**config.mk**
```make
export PLATFORM = sky130hd
export DESIGN_NAME = pulse_env_sequencer
export DESIGN_NICKNAME = d
export VERILOG_FILES = /design/src/rtl/pulse_env_seq_pkg.sv /design/src/rtl/pulse_cmd_fifo.sv /design/src/rtl/pulse_env_sequencer.sv
export SDC_FILE = /design/constraint.sdc
export NUM_CORES = 1
export LEC_CHECK = 0
export ABC_AREA = 1
export BUFFER_PORTS_ARGS = -buffer_cell sky130_fd_sc_hd__buf_2
export CAP_MARGIN = 5
export CORE_MARGIN = 5
export CORE_UTILIZATION = 30
export DETAILED_ROUTE_END_ITERATION = 8
export SETUP_SLACK_MARGIN = 0.3
export SLEW_MARGIN = 30
export SYNTH_ARGS = -nofsm -noshare
export SYNTH_HDL_FRONTEND = slang
export SYNTH_SLANG_ARGS = --single-unit
export TNS_END_PERCENT = 50
```
**constraint.sdc**
```tcl
create_clock -name clk -period 7.35 [get_ports clk]
set_input_delay 0 -clock clk [delete_from_list [all_inputs] [get_ports clk]]
set_output_delay 0 -clock clk [all_outputs]
set_load 0.005 [all_outputs]
```
**src/rtl/pulse_env_seq_pkg.sv**
```systemverilog
// Shared types and constants for the pulse envelope sequencer.
//   state_t     : sequencer FSM states (IDLE, PLAY)
//   env_cmd_t   : fixed-width tail of a queued command, laid out exactly like
//                 {env_word, cfg} so the low bits of a FIFO word cast to it
//   CFG_* / ENV_* offsets describe the field positions in cfg and env_word.
package pulse_env_seq_pkg;

  typedef enum logic {S_IDLE = 1'b0, S_PLAY = 1'b1} state_t;

  localparam int ENV_ADDR_WIDTH = 12;
  localparam int ENV_LEN_WIDTH  = 12;

  localparam int CFG_DEST_LSB  = 0;
  localparam int CFG_DEST_W    = 2;
  localparam int CFG_MODE_LSB  = 2;
  localparam int CFG_MODE_W    = 2;
  localparam int ENV_ADDR_LSB  = 0;
  localparam int ENV_LEN_LSB   = 12;

  localparam int ENV_CMD_W = ENV_LEN_WIDTH + ENV_ADDR_WIDTH + CFG_MODE_W + CFG_DEST_W;

  typedef struct packed {
    logic [ENV_LEN_WIDTH-1:0]  len;
    logic [ENV_ADDR_WIDTH-1:0] start;
    logic [CFG_MODE_W-1:0]     mode;
    logic [CFG_DEST_W-1:0]     dest;
  } env_cmd_t;

  function automatic env_cmd_t to_env_cmd(input logic [ENV_CMD_W-1:0] w);
    return env_cmd_t'(w);
  endfunction

endpackage

```
**src/rtl/pulse_cmd_fifo.sv**
```systemverilog
// Synchronous command FIFO. The head word is read straight out of the
// registered storage, so dout is valid whenever empty=0.
//   clk/rst : clock, async active-high reset
//   flush   : synchronous empty (wins over push/pop)
//   push/din: write request; accepted if not full, or if full and popping
//   pop     : remove head (ignored when empty)
//   dout    : head word
//   empty/full
module pulse_cmd_fifo #(
  parameter int W     = 8,
  parameter int DEPTH = 4
) (
  input  logic         clk,
  input  logic         rst,
  input  logic         flush,
  input  logic         push,
  input  logic [W-1:0] din,
  input  logic         pop,
  output logic [W-1:0] dout,
  output logic         empty,
  output logic         full
);
  localparam int AW = $clog2(DEPTH);

  logic [W-1:0]  r_mem [DEPTH];
  logic [AW-1:0] r_rd, r_wr;
  logic [AW:0]   r_cnt;
  logic          w_wr, w_rd;

  assign empty = (r_cnt == '0);
  assign full  = (r_cnt == (AW+1)'(DEPTH));
  assign w_rd  = pop & ~empty & ~flush;
  // When full, a same-cycle pop frees the slot being written.
  assign w_wr  = push & (~full | w_rd) & ~flush;
  assign dout  = r_mem[r_rd];

  always_ff @(posedge clk or posedge rst) begin
    if (rst) begin
      r_rd  <= '0;
      r_wr  <= '0;
      r_cnt <= '0;
    end else if (flush) begin
      r_rd  <= '0;
      r_wr  <= '0;
      r_cnt <= '0;
    end else begin
      if (w_wr) r_wr <= r_wr + 1'b1;
      if (w_rd) r_rd <= r_rd + 1'b1;
      case ({w_wr, w_rd})
        2'b10:   r_cnt <= r_cnt + 1'b1;
        2'b01:   r_cnt <= r_cnt - 1'b1;
        default: r_cnt <= r_cnt;
      endcase
    end
  end

  always_ff @(posedge clk) begin
    if (w_wr) r_mem[r_wr] <= din;
  end

endmodule

```
**src/rtl/pulse_env_sequencer.sv**
```systemverilog
// Pulse envelope sequencer: queues pulse commands and plays each one as a
// stream of envelope-memory addresses with valid/ready handshaking.
//   clk, reset            : clock, async active-high reset
//   phase/freq/amp        : pulse parameters, captured on cstrobe
//   env_word              : [11:0] envelope start address, [23:12] length
//   cfg                   : [1:0] destination, [3:2] mode (mode[1] reserved)
//   cstrobe, pulse_reset  : command strobe, synchronous flush/abort
//   out_ready             : downstream accepts the current sample
//   out_*                 : current sample (held while stalled)
//   fifo_full, busy       : queue status
//   drop_count            : dropped-command count
// Build option: define PULSE_ENV_SEQ_DROP_COUNT_EN to enable the saturating
// drop counter; otherwise drop_count is tied to zero.
import pulse_env_seq_pkg::*;

module pulse_env_sequencer #(
  parameter int PHASE_WIDTH    = 17,
  parameter int FREQ_WIDTH     = 9,
  parameter int AMP_WIDTH      = 16,
  parameter int CFG_WIDTH      = 4,
  parameter int ENV_WORD_WIDTH = 24,
  parameter int FIFO_DEPTH     = 4
) (
  input  logic                      clk,
  input  logic                      reset,
  input  logic [PHASE_WIDTH-1:0]    phase,
  input  logic [FREQ_WIDTH-1:0]     freq,
  input  logic [AMP_WIDTH-1:0]      amp,
  input  logic [ENV_WORD_WIDTH-1:0] env_word,
  input  logic [CFG_WIDTH-1:0]      cfg,
  input  logic                      cstrobe,
  input  logic                      pulse_reset,
  input  logic                      out_ready,
  output logic                      out_valid,
  output logic [PHASE_WIDTH-1:0]    out_phase,
  output logic [FREQ_WIDTH-1:0]     out_freq,
  output logic [AMP_WIDTH-1:0]      out_amp,
  output logic [1:0]                out_dest,
  output logic [ENV_ADDR_WIDTH-1:0] out_env_addr,
  output logic                      out_env_en,
  output logic                      out_first,
  output logic                      out_last,
  output logic                      fifo_full,
  output logic                      busy,
  output logic [15:0]               drop_count
);
  localparam int TAIL_W = ENV_WORD_WIDTH + CFG_WIDTH;
  localparam int CMD_W  = PHASE_WIDTH + FREQ_WIDTH + AMP_WIDTH + TAIL_W;

  state_t                    r_state, w_state_nxt;
  logic [PHASE_WIDTH-1:0]    r_phase;
  logic [FREQ_WIDTH-1:0]     r_freq;
  logic [AMP_WIDTH-1:0]      r_amp;
  logic [1:0]                r_dest;
  logic [ENV_ADDR_WIDTH-1:0] r_addr;
  logic [ENV_LEN_WIDTH-1:0]  r_len, r_cnt;
  logic                      r_env_en;

  logic [CMD_W-1:0]          w_head;
  env_cmd_t                  w_head_env;
  logic                      w_empty, w_full, w_push, w_pop, w_load;
  logic                      w_valid, w_hs, w_last_k, w_end;
  logic                      w_unused_mode_hi;

  assign w_push = cstrobe & ~pulse_reset;

  pulse_cmd_fifo #(.W(CMD_W), .DEPTH(FIFO_DEPTH)) u_fifo (
    .clk   (clk),
    .rst   (reset),
    .flush (pulse_reset),
    .push  (w_push),
    .din   ({phase, freq, amp, env_word, cfg}),
    .pop   (w_pop),
    .dout  (w_head),
    .empty (w_empty),
    .full  (w_full)
  );

  assign w_head_env       = to_env_cmd(w_head[TAIL_W-1:0]);
  assign w_unused_mode_hi = w_head_env.mode[1];

  assign w_valid  = (r_state == S_PLAY);
  assign w_hs     = w_valid & out_ready;
  assign w_last_k = (r_cnt == r_len - 1'b1);
  assign w_end    = w_hs & w_last_k;

  always_ff @(posedge clk or posedge reset) begin
    if (reset) r_state <= S_IDLE;
    else       r_state <= w_state_nxt;
  end

  // Pop whenever the sequencer is free (idle, or finishing its last sample).
  // A zero-length head is consumed without entering PLAY.
  always_comb begin
    w_state_nxt = r_state;
    w_pop       = 1'b0;
    w_load      = 1'b0;
    if (pulse_reset) begin
      w_state_nxt = S_IDLE;
    end else begin
      case (r_state)
        S_IDLE: begin
          if (!w_empty) begin
            w_pop = 1'b1;
            if (w_head_env.len != '0) begin
              w_load      = 1'b1;
              w_state_nxt = S_PLAY;
            end
          end
        end
        S_PLAY: begin
          if (w_end) begin
            w_state_nxt = S_IDLE;
            if (!w_empty) begin
              w_pop = 1'b1;
              if (w_head_env.len != '0) begin
                w_load      = 1'b1;
                w_state_nxt = S_PLAY;
              end
            end
          end
        end
        default: w_state_nxt = S_IDLE;
      endcase
    end
  end

  always_ff @(posedge clk or posedge reset) begin
    if (reset) begin
      r_phase  <= '0;
      r_freq   <= '0;
      r_amp    <= '0;
      r_dest   <= '0;
      r_addr   <= '0;
      r_len    <= '0;
      r_cnt    <= '0;
      r_env_en <= 1'b0;
    end else if (w_load) begin
      r_phase  <= w_head[CMD_W-1 -: PHASE_WIDTH];
      r_freq   <= w_head[TAIL_W+AMP_WIDTH +: FREQ_WIDTH];
      r_amp    <= w_head[TAIL_W +: AMP_WIDTH];
      r_dest   <= w_head_env.dest;
      r_addr   <= w_head_env.start;
      r_len    <= w_head_env.len;
      r_cnt    <= '0;
      r_env_en <= ~w_head_env.mode[0];
    end else if (w_hs && !w_last_k) begin
      r_addr <= r_addr + 1'b1;  // wraps modulo 4096
      r_cnt  <= r_cnt + 1'b1;
    end
  end

  assign out_valid    = w_valid;
  assign out_phase    = r_phase;
  assign out_freq     = r_freq;
  assign out_amp      = r_amp;
  assign out_dest     = r_dest;
  assign out_env_addr = r_addr;
  assign out_env_en   = r_env_en & w_valid;
  assign out_first    = w_valid & (r_cnt == '0);
  assign out_last     = w_valid & w_last_k;
  assign fifo_full    = w_full;
  assign busy         = ~w_empty | w_valid;

`ifdef PULSE_ENV_SEQ_DROP_COUNT_EN
  logic        w_drop;
  logic [15:0] r_drop_cnt;

  // A command is lost only when the queue is full and nothing leaves it.
  assign w_drop = w_push & w_full & ~w_pop;

  always_ff @(posedge clk or posedge reset) begin
    if (reset)                                r_drop_cnt <= '0;
    else if (w_drop && r_drop_cnt != 16'hFFFF) r_drop_cnt <= r_drop_cnt + 1'b1;
  end

  assign drop_count = r_drop_cnt;
`else
  assign drop_count = '0;
`endif

endmodule

```
==> results of run 1 <==
[sequential cells by signal, summed over array words and instances (netlist names)]
signal        count
r_len            12
u_fifo.r_mem    276
out_valid         1
u_fifo.r_rd       2
out_dest          2
out_phase        17
u_fifo.r_wr       2
r_env_en          1
u_fifo.r_cnt      3
out_env_addr     12
out_amp          16
r_cnt            12
out_freq          9
[per-layer routing]
metal  vias up  share of wire, %  GRT usage [%]
li1       4776                 -              -
met4         2               1.9           3.42
met5         -             0.020              0
met1      4881                44           17.0
met3        57               6.4           3.54
met2       251                48           22.1
[cell usage after synthesis (8+ instances only)]
library cell and count:
ha_1 8, edfxtp_1 276, a32o_1 52, nor2_1 65, buf_6 8, nor3_1 8
o21ai_2 10, inv_1 58, o21ai_0 59, nand3_1 30, buf_4 16, o22ai_1 10
nand4_1 14, clkbuf_1 46, nand2_1 322, xor2_1 17, o21ai_1 54, a21oi_1 57
dfrtp_1 89
[power breakdown]
part	switching (mW)	internal [mW]	total, mW
clock network	0.795	1.32	2.11
logic	1.17	0.692	1.86
registers	0.241	2.53	2.77
[worst reg2reg max path, cell delays in order (launching register included)]
cell	delay, ps
dfrtp_4	850
inv_4	470
o21ai_0	300
o22a_1	230
nand4_1	100
nor2_1	120
nand2_1	160
nand3_4	620
buf_4	840
clkinv_2	300
nand2_1	120
nand2_1	50
nand2_1	60
nand2_1	60
[cell families after synthesis]
family	count (synthesis)
other	1
DFF	365
buffers and inverters	140
AOI/OAI and AO/OA	251
xor gates and xnor gates	23
and+or+nand+nor	451
adders and majority gates	9
[final timing paths]
| check | endpoint | slack (ps) | from | cells after the start |
|---|---|---|---|---|
| max in group asynchronous | out_amp[12]$_DFFE_PP0P_ | 6020 | reset | 4 |
| worst max register to register | out_env_addr[2]$_DFFE_PP0P_ | 2960 | u_fifo.r_rd[0]$_DFFE_PP0P_ | 13 |
| worst min register to register | out_amp[0]$_DFFE_PP0P_ | 480 | out_amp[0]$_DFFE_PP0P_ | 2 |
| min in group clk | u_fifo.r_mem[0][65]$_DFFE_PP_ | 220 | phase[12] | 2 |
| worst max-delay path | out_env_addr[2]$_DFFE_PP0P_ | 2960 | u_fifo.r_rd[0]$_DFFE_PP0P_ | 13 |
| worst min-delay path | out_valid$_DFF_PP0_ | 100 | reset | 3 |
[area by class of cell]
class	count	area share [%]
inverters	61	1.29
flip-flops and latches	365	57.2
multi-input cells	750	20.9
repair buffers	223	8.41
clock buffers	50	6.04
diodes	2	0.0272
well taps	664	4.52
clock inverters	21	1.59
==> reports/metrics.cfg, run 1 <==
[cts]
cts-root-buf = clkbuf_16
hold_buffers = 74
cts_sinks = 365
cts_setup_buffers = 0
htree_levels = 2
insertion_delay_ps = 540
tritoncts = yes
cts_buffers = 41
cts_buffer_depth = 3
cts_resized = 0
clk_pin_slew_worst_paths_ps = 60

[logic_synthesis]
synth_top_flop_cell = edfxtp_1
ys_ff_latch = 365
yosys_warnings = 0
synthAdderAreaFrac_pct = 0.805
syn_avg_cell_area_sq_um = 12.0
synthesis.area_sq_mm = 0.0149
yosys.area.top_type = edfxtp_1
yosysTopAreaCellShare_pct = 55.5
synthMuxAreaShare_pct = 0
yosys.area_share.xor_xnor_pct = 1.35
synth_top_family_by_area = simple AND/OR/NAND/NOR gates
post_synth_num_cell_types = 40
synth-simple-area-share_pct = 12.3
async_flop_share_pct = 24.4
synth_compound_area_share_pct = 10.7
synth_edf_count = 276
synth_area_leaders = edfxtp_1 56%, dfrtp_1 15%, nand2_1 8.1%
ys_seq_area_share_pct = 70.5
syn-instance-count = 1240

[power_and_ir_drop]
p_leak_nw = 7.22
vdd_drop_max_mv = 0.237
p_total_mw = 6.75
power_density_mw_per_mm2 = 367

[route]
wire_per_inst_um = 16.8
drc = 0
vias = 9967
via_per_inst = 4.67
antenna_left = 0
drt_iter0_drc = 605
first_pass_iters = 6
drt_wl_total_um = 35800

[global_route]
grt_max_degree = 89
grt_pass1_vias = 9945
antenna_found_initial = 3
grt_pass1_wl_um = 56100
grt_use_total_pct = 13.2
grt_overflow_total = 0

[die]
ioPinCount = 153
initial_core_util_pct = 30.4
row_count = 81
fp.dieW_um = 233
core_sq_mm = 0.0491
design.die.area_sq_mm = 0.0543
die_h_um = 233

[critical_path]
crit_top_cell = nand2_1
cp_num_buf_inv = 3
path_cells = inv_4, o21ai_0, o22a_1, nand4_1, nor2_1, nand2_1, nand3_4, buf_4, clkinv_2, nand2_1, nand2_1, nand2_1, nand2_1
max_stage_delay_ps = 850
worstPathMaxFanout = 82
crit_required_ps = 7760
cpMaxStageDelayCell = dfrtp_4
worstPathArrival_ps = 4810
endpoint_kind = flop
crit_type = flop to flop
cp_top_family = buffers and inverters
worstSetupStartpointType = flop

[sta]
drv_slew = 0
worst_clock_skew_ps = 17.5
finalWorstSetupSlack_ps = 2960
post-route-period-util_pct = 59.8
rsz0062_at_grt = false
finalSetupTns_ps = 0
fmax_mhz = 228
setup_viol = 0
maxSlewHeadroom_pct = 36.8
layout_min_cycle_time_ps = 4390
worst_pin_slew_ps = 946
hold-worst-slack_ps = 103
finalHoldViolCount = 0

[layout]
final_core_util_pct = 37.5
drive_above_1_share_pct = 16.4
fin_area_sq_mm = 0.0184
multi_input_area_sq_mm = 0.00383
final_common_cell = nand2_1
nFillCells = 4774
final-instance-count-excl-fill = 2136
layout.nets = 1526
final_cell_mix = 322 x nand2_1, 276 x edfxtp_1, 135 x buf_2, 88 x dfrtp_1, 74 x dlygate4sd3_1
seq_area_sq_mm = 0.0105
syn2layout_area_growth_pct = 23.1

[hold_path]
hp-class = input pin to asynchronous set/reset pin

[placed_design]
dp_slack_ps = 2900
placed_cells = 1988
port_buffers = 135
place_area_sq_mm = 0.0162
finalWeightedCongestion = 0.810
hpwl_um = 21600

[flow_run]
maxCapViolations = 0

[status]
outcome = finished, final reports clean

Note: power is estimated with default switching activity, not from simulation.
==> run 2, diff against run 1 <==
- ABC_AREA: 1 -> 0
- clock period: 7.35 -> 4.21 ns (I/O delays scaled with it)
==> run 2 against run 1 <==
Effect of this change:
- count of clock-buffer cells in the layout fell by 2
- first-iteration DRC count fell by 36%
- critical endpoint is now u_fifo.r_mem[3][37]$_DFFE_PP_
- die area is 2.4% lower
- highest routed layer is now met4
- critical path type unchanged
- synthesized area decreased by 2.5%
- sequential share of layout area up 1.0 points
- largest power group unchanged
- worst setup slack lost 2500 ps
- sequential power is 77% higher
- maximum frequency is 18% higher
- register-to-register slack worse by 2500 ps
==> reports/metrics.cfg, run 2 <==
[die]
fp.dieW_um = 230
initial_core_util_pct = 30.4
ioPinCount = 153
die_h_um = 230
design.die.area_sq_mm = 0.0530
core_sq_mm = 0.0478
row_count = 80

[logic_synthesis]
ys_ff_latch = 365
yosysTopAreaCellShare_pct = 56.9
synth_top_family_by_area = multiplexers
syn_avg_cell_area_sq_um = 18.0
synth_edf_count = 276
synth_top_flop_cell = edfxtp_1
synth_common_cells = 276 x edfxtp_1, 89 x dfrtp_1, 69 x mux4_2
post_synth_num_cell_types = 48
synthAdderAreaFrac_pct = 0.825
yosys_warnings = 0
yosys.area.top_type = edfxtp_1
syn-instance-count = 808
synth_area_leaders = edfxtp_1 57%, dfrtp_1 15%, mux4_2 11%
ys_seq_area_share_pct = 72.2
yosys.area_share.xor_xnor_pct = 2.05
async_flop_share_pct = 24.4
synthMuxAreaShare_pct = 14.2
synthesis.area_sq_mm = 0.0146
synth_most_common_cell = edfxtp_1
synth_compound_area_share_pct = 2.49
synth-simple-area-share_pct = 5.65

[cts]
cts-root-buf = clkbuf_16
cts_buffer_depth = 3
cts_resized = 0
cts_buffers = 38
cts_sinks = 365
htree_levels = 2
clk_pin_slew_worst_paths_ps = 60
tritoncts = yes
insertion_delay_ps = 520

[layout]
final_core_util_pct = 37.8
final-instance-count-excl-fill = 1689
largest_register_ff_count = 276
final_cell_mix = 276 x edfxtp_1, 135 x buf_2, 87 x dfrtp_1, 72 x dlygate4sd3_1, 69 x mux4_2
drive_above_1_share_pct = 28.6
regMostFlops = u_fifo.r_mem
layout.nets = 1126
syn2layout_area_growth_pct = 24.1
final_common_cell = edfxtp_1
nFillCells = 4463

[sta]
worst_clock_skew_ps = 12.6
rsz0062_at_grt = true
worst_pin_slew_ps = 798
finalHoldViolCount = 0
post-route-period-util_pct = 88.5
drv_slew = 0
maxSlewHeadroom_pct = 46.8
finalWorstSetupSlack_ps = 484
fmax_mhz = 268
layout_min_cycle_time_ps = 3730
setup_viol = 0
finalSetupTns_ps = 0

[power_and_ir_drop]
switchingPower_mw = 3.12
power_density_mw_per_mm2 = 604
p_seq_share_pct = 44.9
switching_share_pct = 28.6
intPower_mw = 7.79
p_clk_share_pct = 30.7
p_leak_nw = 6.47
vdd_drop_max_mv = 0.508
pwr-share-comb_pct = 24.3
p_total_mw = 10.9

[placed_design]
placed_cells = 1536
dp_slack_ps = 512
finalWeightedCongestion = 0.780
port_buffers = 135
hpwl_um = 19200

[route]
drt_wl_total_um = 31200
first_pass_iters = 4
drc = 0
vias = 7785
wire_per_inst_um = 18.5
via_per_inst = 4.61
antenna_left = 0
drt_iter0_drc = 385

[global_route]
antenna_found_initial = 2
grt_overflow_total = 0
grt_use_total_pct = 11.8
grt_pass1_vias = 8290
grt_max_degree = 72
grt_pass1_wl_um = 49200

[flow_run]
maxCapViolations = 0

[critical_path]
regToRegSetupSlack_ps = 480
worstPathArrival_ps = 3930
crit_type = flop to flop
endpoint_kind = flop
worstPathMaxFanout = 32
worstSetupStartpointType = flop
crit_required_ps = 4410

[hold_path]
hp-class = input pin to flop

[status]
outcome = finished, final reports clean

run 2: changes by cell type after synthesis, moves of 20 or more:
cell      before  now
o21ai_1       54    0
mux4_2         0   69
nor2_1        65   40
a21oi_1       57   17
mux2_1         0   40
clkbuf_1      46   26
nand2_1      322   51
nand3_1       30   10
inv_1         58   12
a32o_1        52    0
o21ai_0       59   16
run 2: cell type report:
type | count | area, sq um | area share (%)
Clock buffer | 48 | 1080 | 5.99
Sequential cell | 365 | 10500 | 58.2
Timing Repair Buffer | 233 | 1700 | 9.43
Multi-Input combinational cell | 392 | 3750 | 20.7
Clock inverter | 22 | 184 | 1.02
Tap cell | 615 | 769 | 4.26
Antenna cell | 2 | 5.00 | 0.0277
Inverter | 12 | 50.0 | 0.277
run 2: layer usage:
metal | vias to the layer above | part of all wire [%] | global-route usage (%)
li1 | 3585 | - | -
met1 | 3976 | 44 | 15.6
met2 | 182 | 49 | 20.0
met3 | 42 | 4.9 | 2.64
met4 | 0 | 1.7 | 2.84
met5 | - | 0 | 0
run 2: kinds of logic (layout without fill, tap and decap cells):
logic type | after synthesis | count (layout)
buffers and inverters | 66 | 315
xor gates and xnor gates | 34 | 34
adders and majority gates | 9 | 9
and+or+nand+nor | 165 | 165
muxes | 115 | 115
DFF | 365 | 365
other | 1 | 18
AOI/OAI and AO/OA | 53 | 53
run 2: through the flow:
stage,instance area [sq um],hold WS (ps)
finish,18100,59.9
detailed placement,16000,218
global placement,16000,213
CTS,18000,20.8
floorplan,14600,98.9
global route,18100,84.3
run 2: timing repair:
action,4_1_cts,5_1_grt
setup endpoints to repair,0,57
setup buffers,0,9
endpoints found under the hold margin,349,0
hold buffers,72,0
run 2: critical path: stages (launching register included):
cell and delay (ps):
dfrtp_1 440, inv_1 110, ha_1 250, nor4b_4 320
nand2_1 80, a2111o_1 420, a211oi_4 380, and3_1 270
o21ai_0 200, nor2_1 280, and2_4 350, buf_12 270
run 2: power groups by stage:
stage	clock network [mW]	logic, mW	registers [mW]
global placement	0	2.62	4.98
detailed placement	0	2.65	5.00
global route	3.61	2.96	5.01
CTS	3.46	2.72	4.93
floorplan	0	1.89	4.77
finish	3.35	2.66	4.90
run 2: worst paths after layout:
path,startpoint,end,depth (start not counted)
worst min register to register,out_phase[3]$_DFFE_PP0P_,out_phase[3]$_DFFE_PP0P_,1
min in group asynchronous,reset,out_amp[3]$_DFFE_PP0P_,3
max in group asynchronous,reset,out_freq[7]$_DFFE_PP0P_,4
worst max register to register,r_len[0]$_DFFE_PP0P_,u_fifo.r_mem[3][37]$_DFFE_PP_,11
worst max-delay path,r_len[0]$_DFFE_PP0P_,u_fifo.r_mem[3][37]$_DFFE_PP_,11
worst min-delay path,out_ready,r_cnt[5]$_DFFE_PP0P_,6
